### src/rtl/huff_pkg.sv
// Shared constants, FSM state type and code-length mask helper for the
// Huffman output-stage bit packer.
package huff_pkg;

  localparam int unsigned BUF_W  = 128;
  localparam int unsigned OUT_W  = 32;
  localparam int unsigned CODE_W = 32;
  localparam int unsigned LEN_W  = $clog2(CODE_W) + 1;
  localparam int unsigned FILL_W = $clog2(BUF_W) + 1;

  typedef enum logic [1:0] {
    RUN,
    FLUSH,
    FINAL
  } state_e;

  // Mask with the low 'len' bits set, computed at accumulator width.
  function automatic logic [BUF_W-1:0] len_mask(input logic [LEN_W-1:0] len);
    logic [BUF_W-1:0] ones;
    ones = '1;
    if (len == '0) return '0;
    return ones >> (FILL_W'(BUF_W) - FILL_W'(len));
  endfunction

endpackage

### src/rtl/huff_shift_acc.sv
// Shift-accumulate register holding the packer bit buffer and its fill level.
// The controller supplies the fill level after any drain; this block adds the
// newly accepted code length on top of it.
module huff_shift_acc
  import huff_pkg::*;
(
  input  logic              clk,
  input  logic              reset,
  input  logic              enable,
  input  logic [CODE_W-1:0] data_in,
  input  logic [LEN_W-1:0]  len_in,
  input  logic [FILL_W-1:0] fill_base,
  output logic [BUF_W-1:0]  prev_data,
  output logic [FILL_W-1:0] fill
);

  logic [BUF_W-1:0]  r_buf;
  logic [FILL_W-1:0] r_fill;

  assign prev_data = r_buf;
  assign fill      = r_fill;

  // Shift the masked code in at the LSB end and advance the fill level.
  always_ff @(posedge clk) begin
    if (reset) begin
      r_buf  <= '0;
      r_fill <= '0;
    end else begin
      r_fill <= fill_base + (enable ? FILL_W'(len_in) : '0);
      if (enable) begin
        r_buf <= (r_buf << len_in) | (BUF_W'(data_in) & len_mask(len_in));
      end
    end
  end

endmodule

### src/rtl/huff_bit_packer_ctrl.sv
// Sequencer for the Huffman variable-length bit accumulator: accepts
// (code, length) beats, drains MSB-first 32-bit words and flushes a
// zero-padded final word with a valid-bit count at end of block.
module huff_bit_packer_ctrl
  import huff_pkg::*;
(
  input  logic              clk,
  input  logic              reset,
  input  logic              code_valid,
  output logic              code_ready,
  input  logic [CODE_W-1:0] code_data,
  input  logic [LEN_W-1:0]  code_len,
  input  logic              code_last,
  output logic              out_valid,
  input  logic              out_ready,
  output logic [OUT_W-1:0]  out_data,
  output logic              out_last,
  output logic [LEN_W-1:0]  out_nbits,
  output logic [31:0]       total_bits,
  output logic              busy
);

  localparam logic [FILL_W-1:0] OUT_W_F     = FILL_W'(OUT_W);
  localparam logic [FILL_W-1:0] READY_MAX_F = FILL_W'(BUF_W - CODE_W);

  state_e            r_state;
  state_e            w_state_next;

  logic [BUF_W-1:0]  w_buf;
  logic [FILL_W-1:0] w_fill;
  logic [FILL_W-1:0] w_fill_base;

  logic              w_accept;
  logic              w_hold_free;
  logic              w_drain;
  logic              w_final_hs;
  logic              w_load;
  logic              w_load_last;
  logic              w_mark_last;
  logic [OUT_W-1:0]  w_load_data;
  logic [LEN_W-1:0]  w_load_nbits;
  logic [FILL_W-1:0] w_drain_sh;
  logic [FILL_W-1:0] w_tail_sh;
  logic [OUT_W-1:0]  w_drain_word;
  logic [OUT_W-1:0]  w_tail_word;

  logic              r_out_valid;
  logic [OUT_W-1:0]  r_out_data;
  logic              r_out_last;
  logic [LEN_W-1:0]  r_out_nbits;
  logic [31:0]       r_total_bits;
  logic              r_busy;

  huff_shift_acc u_acc (
    .clk       (clk),
    .reset     (reset),
    .enable    (w_accept),
    .data_in   (code_data),
    .len_in    (code_len),
    .fill_base (w_fill_base),
    .prev_data (w_buf),
    .fill      (w_fill)
  );

  assign code_ready  = (r_state == RUN) && (w_fill <= READY_MAX_F);
  assign w_accept    = code_valid && code_ready;
  assign w_hold_free = !r_out_valid || out_ready;
  assign w_drain     = w_hold_free && (w_fill >= OUT_W_F);
  assign w_final_hs  = (r_state == FINAL) && r_out_valid && out_ready && r_out_last;

  // Shift amounts are guarded so fill-1 based indexing never underflows.
  assign w_drain_sh   = (w_fill >= OUT_W_F) ? (w_fill - OUT_W_F) : '0;
  assign w_tail_sh    = (w_fill <  OUT_W_F) ? (OUT_W_F - w_fill) : '0;
  assign w_drain_word = OUT_W'(w_buf >> w_drain_sh);
  assign w_tail_word  = OUT_W'(w_buf << w_tail_sh);

  assign out_valid  = r_out_valid;
  assign out_data   = r_out_data;
  assign out_last   = r_out_last;
  assign out_nbits  = r_out_nbits;
  assign total_bits = r_total_bits;
  assign busy       = r_busy;

  // Next state, holding-register load selection and post-drain fill level.
  // A block ending at fill==0 tags the word that empties the buffer; if that
  // word already sits stalled in the holding register its last flag is raised
  // in place, otherwise an empty (nbits=0) terminating word is emitted.
  always_comb begin
    w_state_next = r_state;
    w_load       = 1'b0;
    w_load_data  = w_drain_word;
    w_load_nbits = LEN_W'(OUT_W);
    w_load_last  = 1'b0;
    w_mark_last  = 1'b0;
    w_fill_base  = w_drain ? (w_fill - OUT_W_F) : w_fill;
    case (r_state)
      RUN: begin
        w_load = w_drain;
        if (w_accept && code_last) begin
          if (w_drain && (w_fill == OUT_W_F) && (code_len == '0)) begin
            w_load_last  = 1'b1;
            w_state_next = FINAL;
          end else begin
            w_state_next = FLUSH;
          end
        end
      end
      FLUSH: begin
        if (w_drain) begin
          w_load = 1'b1;
          if (w_fill == OUT_W_F) begin
            w_load_last  = 1'b1;
            w_state_next = FINAL;
          end
        end else if (w_fill != '0) begin
          if (w_hold_free) begin
            w_load       = 1'b1;
            w_load_data  = w_tail_word;
            w_load_nbits = w_fill[LEN_W-1:0];
            w_load_last  = 1'b1;
            w_fill_base  = '0;
            w_state_next = FINAL;
          end
        end else if (w_hold_free) begin
          w_load       = 1'b1;
          w_load_data  = '0;
          w_load_nbits = '0;
          w_load_last  = 1'b1;
          w_state_next = FINAL;
        end else begin
          w_mark_last  = 1'b1;
          w_state_next = FINAL;
        end
      end
      FINAL: begin
        if (w_final_hs) w_state_next = RUN;
      end
      default: w_state_next = RUN;
    endcase
  end

  // FSM state register.
  always_ff @(posedge clk) begin
    if (reset) r_state <= RUN;
    else       r_state <= w_state_next;
  end

  // Output holding register; contents hold while stalled.
  always_ff @(posedge clk) begin
    if (reset) begin
      r_out_valid <= 1'b0;
      r_out_data  <= '0;
      r_out_last  <= 1'b0;
      r_out_nbits <= '0;
    end else if (w_load) begin
      r_out_valid <= 1'b1;
      r_out_data  <= w_load_data;
      r_out_last  <= w_load_last;
      r_out_nbits <= w_load_nbits;
    end else if (w_mark_last) begin
      r_out_last  <= 1'b1;
    end else if (out_ready) begin
      r_out_valid <= 1'b0;
    end
  end

  // Block bit counter and busy flag, both cleared by the final-word handshake.
  always_ff @(posedge clk) begin
    if (reset) begin
      r_total_bits <= '0;
      r_busy       <= 1'b0;
    end else if (w_final_hs) begin
      r_total_bits <= '0;
      r_busy       <= 1'b0;
    end else if (w_accept) begin
      r_total_bits <= r_total_bits + 32'(code_len);
      r_busy       <= 1'b1;
    end
  end

  a_len_legal: assert property (@(posedge clk) disable iff (reset)
    code_valid |-> (code_len <= LEN_W'(CODE_W)));

endmodule

### config.mk
export PLATFORM = sky130hd
export DESIGN_NAME = huff_bit_packer_ctrl
export DESIGN_NICKNAME = d
export VERILOG_FILES = /design/src/rtl/huff_pkg.sv /design/src/rtl/huff_shift_acc.sv /design/src/rtl/huff_bit_packer_ctrl.sv
export SDC_FILE = /design/constraint.sdc
export NUM_CORES = 2
export LEC_CHECK = 0
export CAP_MARGIN = 20
export CORE_MARGIN = 2
export CORE_UTILIZATION = 25
export CTS_CLUSTER_SIZE = 25
export DETAILED_ROUTE_END_ITERATION = 8
export MAX_ROUTING_LAYER = met4
export PLACE_DENSITY = 0.4
export SLEW_MARGIN = 0
export SYNTH_ARGS = -nofsm -noshare
export SYNTH_HDL_FRONTEND = slang
export SYNTH_HIERARCHICAL = 1
export SYNTH_SLANG_ARGS = --single-unit
### constraint.sdc
create_clock -name clk -period 5.2 [get_ports clk]
set_input_delay 0.52 -clock clk [delete_from_list [all_inputs] [get_ports clk]]
set_output_delay 0.52 -clock clk [all_outputs]
set_load 0.01 [all_outputs]
==> run metrics <==
status completed; Lkg Pwr approximately 12 nW; Syn. warnings 6; post-synthesis adder-cell area fraction 0.0101; wire length per cell 34.2 um; Syn Inst Count between 3,000 and 4,000; GRT overflow 0; post-route ant nets 0; worst slew pin tran 1220 ps; Syn Area/Cell 7.82 um2; # DRC 0; number of synthesized flops with an enable pin 0; antenna violations before repair 7; post-synth top area share 0.140; Synth Area in Compound Gates 0.329; htree depth 1; fmax 220 MHz; Longest Clk Path Bufs 3; vias in the first global route 33,700; CP max stage delay 1060 ps; die footprint around 120,000 um2; CP Cell Sequence buf_4 -> buf_4 -> o32ai_1 -> a32o_1 -> a21o_1 -> nand3_1 -> and3_1 -> o211ai_1 -> o311ai_0 -> o22ai_1; first-pass GRT wire length 264,000 um; met3 Use GR 0.0449; worst path arrival time 5020 ps; grt peak-use layer met2; Hold Slack roughly 360 ps; drt total wl 186,000 um; Post-synth top cells 379 x nand2_1, 323 x nor2_1, 260 x mux2i_1, 233 x o21ai_0, 219 x a21oi_1; Final Critical Period 4550 ps; fin crit share 0.874; clk root buf clkbuf_16; Seq cells post-synth 211; WP buf/inv 2; Hold Buf Count CTS 0; cell mode on critical path buf_4; WS Path Type reg -> reg; mapped cell area 30,100 um2; Synth Flop Type dfxtp_1; critical path capture point type register; # rows 127; sequential area share after synthesis 0.140; Reg clk slew, reported paths 60 ps; Worst Hold Class in -> reg; drt pass-1 iters 6; post_cts resized 0; max cap viols 0; global routing usage on met1 0.397; Max IR drop VDD 292 uV; Die Span X between 300 and 400 um; Avg Vias per Cell about 6.6; Final setup viols 0; port buffer count roughly 120; Core Box Area 120,000 um2; relative max-transition margin 0.176; Yosys top cell by area dfxtp_1; asr flop ratio synth 0; worst setup margin ~650 ps; Synth Area in Simple Gates 0.180; hpwl dp 138,000 um; largest net degree at the start of global routing 89; TritonCTS clock tree yes; most numerous cell in the Yosys netlist nand2_1; Setup Buffers After CTS 0; FF-to-FF setup slack 650 ps; io pins 117; worst-path maximum fanout 71; family with the most delay on the worst path compound AO/OA/AOI/OAI gates; largest family of logic cells by synthesized area compound AO/OA/AOI/OAI gates; Area Growth Syn to Fin 13.1%; clock buffer count from CTS 31; pre-CTS WS roughly 850 ps; CTS Sinks approximately 210; setup TNS 0 ps; distinct cell type count after synthesis 120; CP required 5670 ps; XOR/XNOR share of the synthesized area 0.00989; dominant cells by area after synthesis dfxtp_1 14%, mux4_2 12%, mux2i_1 8.6%; Slowest-stage cell, CP o311ai_0; Max Slew Vio Count 0; GRT Total Usage 0.300; via count between 30,000 and 40,000; DRT iter0 DRCs 4,811; die height approximately 350 um; Hold Vio Cnt, Final 0; RSZ-0062 raised after global routing false; type of origin of the critical path register; Power Density 536 nW/um2; Starting Density 0.252; Net Count, Synth 3,919; gpl congestion 0.996; layout cells sized above 1 0.168; mux cell area share after synthesis 0.255; nets@finish ~3,900; clk_skew 63.0 ps; GRT met2 Usage 0.454; worst skew pair latency 680 ps
==> path summary, 6_finish.rpt <==
check	startpoint	to	cells after the start
worst max-delay path	u_acc/fill[0]	out_data[0]	10
worst min-delay path	reset	out_nbits[4]	2
worst max register to register	u_acc/fill[0]	out_data[0]	10
worst min register to register	busy	busy	2
==> sequential cells by signal, summed over array words and instances, names as in the netlist <==
register / count
out_last: 1
r_state: 2
total_bits: 32
u_acc/fill: 8
u_acc/prev_data: 128
out_data: 32
busy: 1
out_nbits: 6
out_valid: 1
==> cell usage in the layout, fill, tap and decap left out, types with 19 or more instances in the layout <==
cell type	netlist	final
a221oi_1	38	38
a32oi_1	33	33
nand4_1	25	25
a221o_1	39	39
nor3_1	129	129
nand2b_1	31	31
o21ai_0	233	232
mux2i_1	260	260
o31ai_1	21	20
mux2_2	126	126
o221ai_1	47	47
a21oi_1	219	219
a211oi_1	52	52
nor2_1	323	321
clkdlybuf4s50_1	0	110
xnor2_1	19	19
nand3_1	105	105
nor2b_1	32	32
and3_1	27	27
ha_1	21	21
mux4_2	159	159
nand2_1	379	376
o211ai_1	97	97
o2111ai_1	25	25
o22ai_1	132	132
a311oi_1	26	26
a21o_1	19	19
a31oi_1	72	72
dfxtp_1	211	206
buf_4	37	193
a22oi_1	51	51
o32ai_1	28	28
o2bb2ai_1	22	22
o21a_1	19	19
clkbuf_16	0	32
inv_1	66	66
==> kinds of logic (layout without fill, tap and decap cells) <==
family,Yosys count,in the layout
other,0,3
DFF,211,211
muxes,550,550
buffers and inverters,477,449
and+or+nand+nor,1167,1167
xor gates and xnor gates,34,34
adders and majority gates,23,23
AOI/OAI and AO/OA,1391,1391
==> power breakdown <==
| group | switching, mW | internal, mW |
|---|---|---|
| Sequential | 0.731 | 1.89 |
| Clock | 0.972 | 1.32 |
| Combinational | 9.21 | 4.15 |
| Total | 10.9 | 7.36 |
==> cell type report <==
type                    count  area (um2)
fillers                 13000       85600
well taps                1612        2020
inverters                  74         279
clock inverters            12         126
clock buffers              45         920
repair buffers            318        2830
flip-flops and latches    211        4240
diodes                      3        7.51
multi-input cells        3165       23700
==> metrics by stage <==
stage	instance area [um2]	cells	utilization	total power, mW
finish	34100	5440	0.285	18.3
global route	34100	5440	0.285	18.8
CTS	34100	5437	0.285	17.7
detailed placement	33000	5380	0.276	15.4
global placement	33000	5379	0.276	15.5
floorplan	30100	3853	-	9.95
==> per-layer routing <==
layer / vias to the layer above / part of all wire
met4: 0 / 0.051
met1: 17800 / 0.42
met3: 446 / 0.092
li1: 15100 / -
met2: 2384 / 0.44
met5: - / 0
==> worst reg2reg max path, cell delays in order (launching register included) <==
cell and delay, ps:
dfxtp_4 560, buf_4 440, buf_4 750, o32ai_1 470, a32o_1 350, a21o_1 210, nand3_1 100, and3_1 170
o211ai_1 130, o311ai_0 1060, o22ai_1 150
Note: power is estimated with default switching activity, not from simulation.
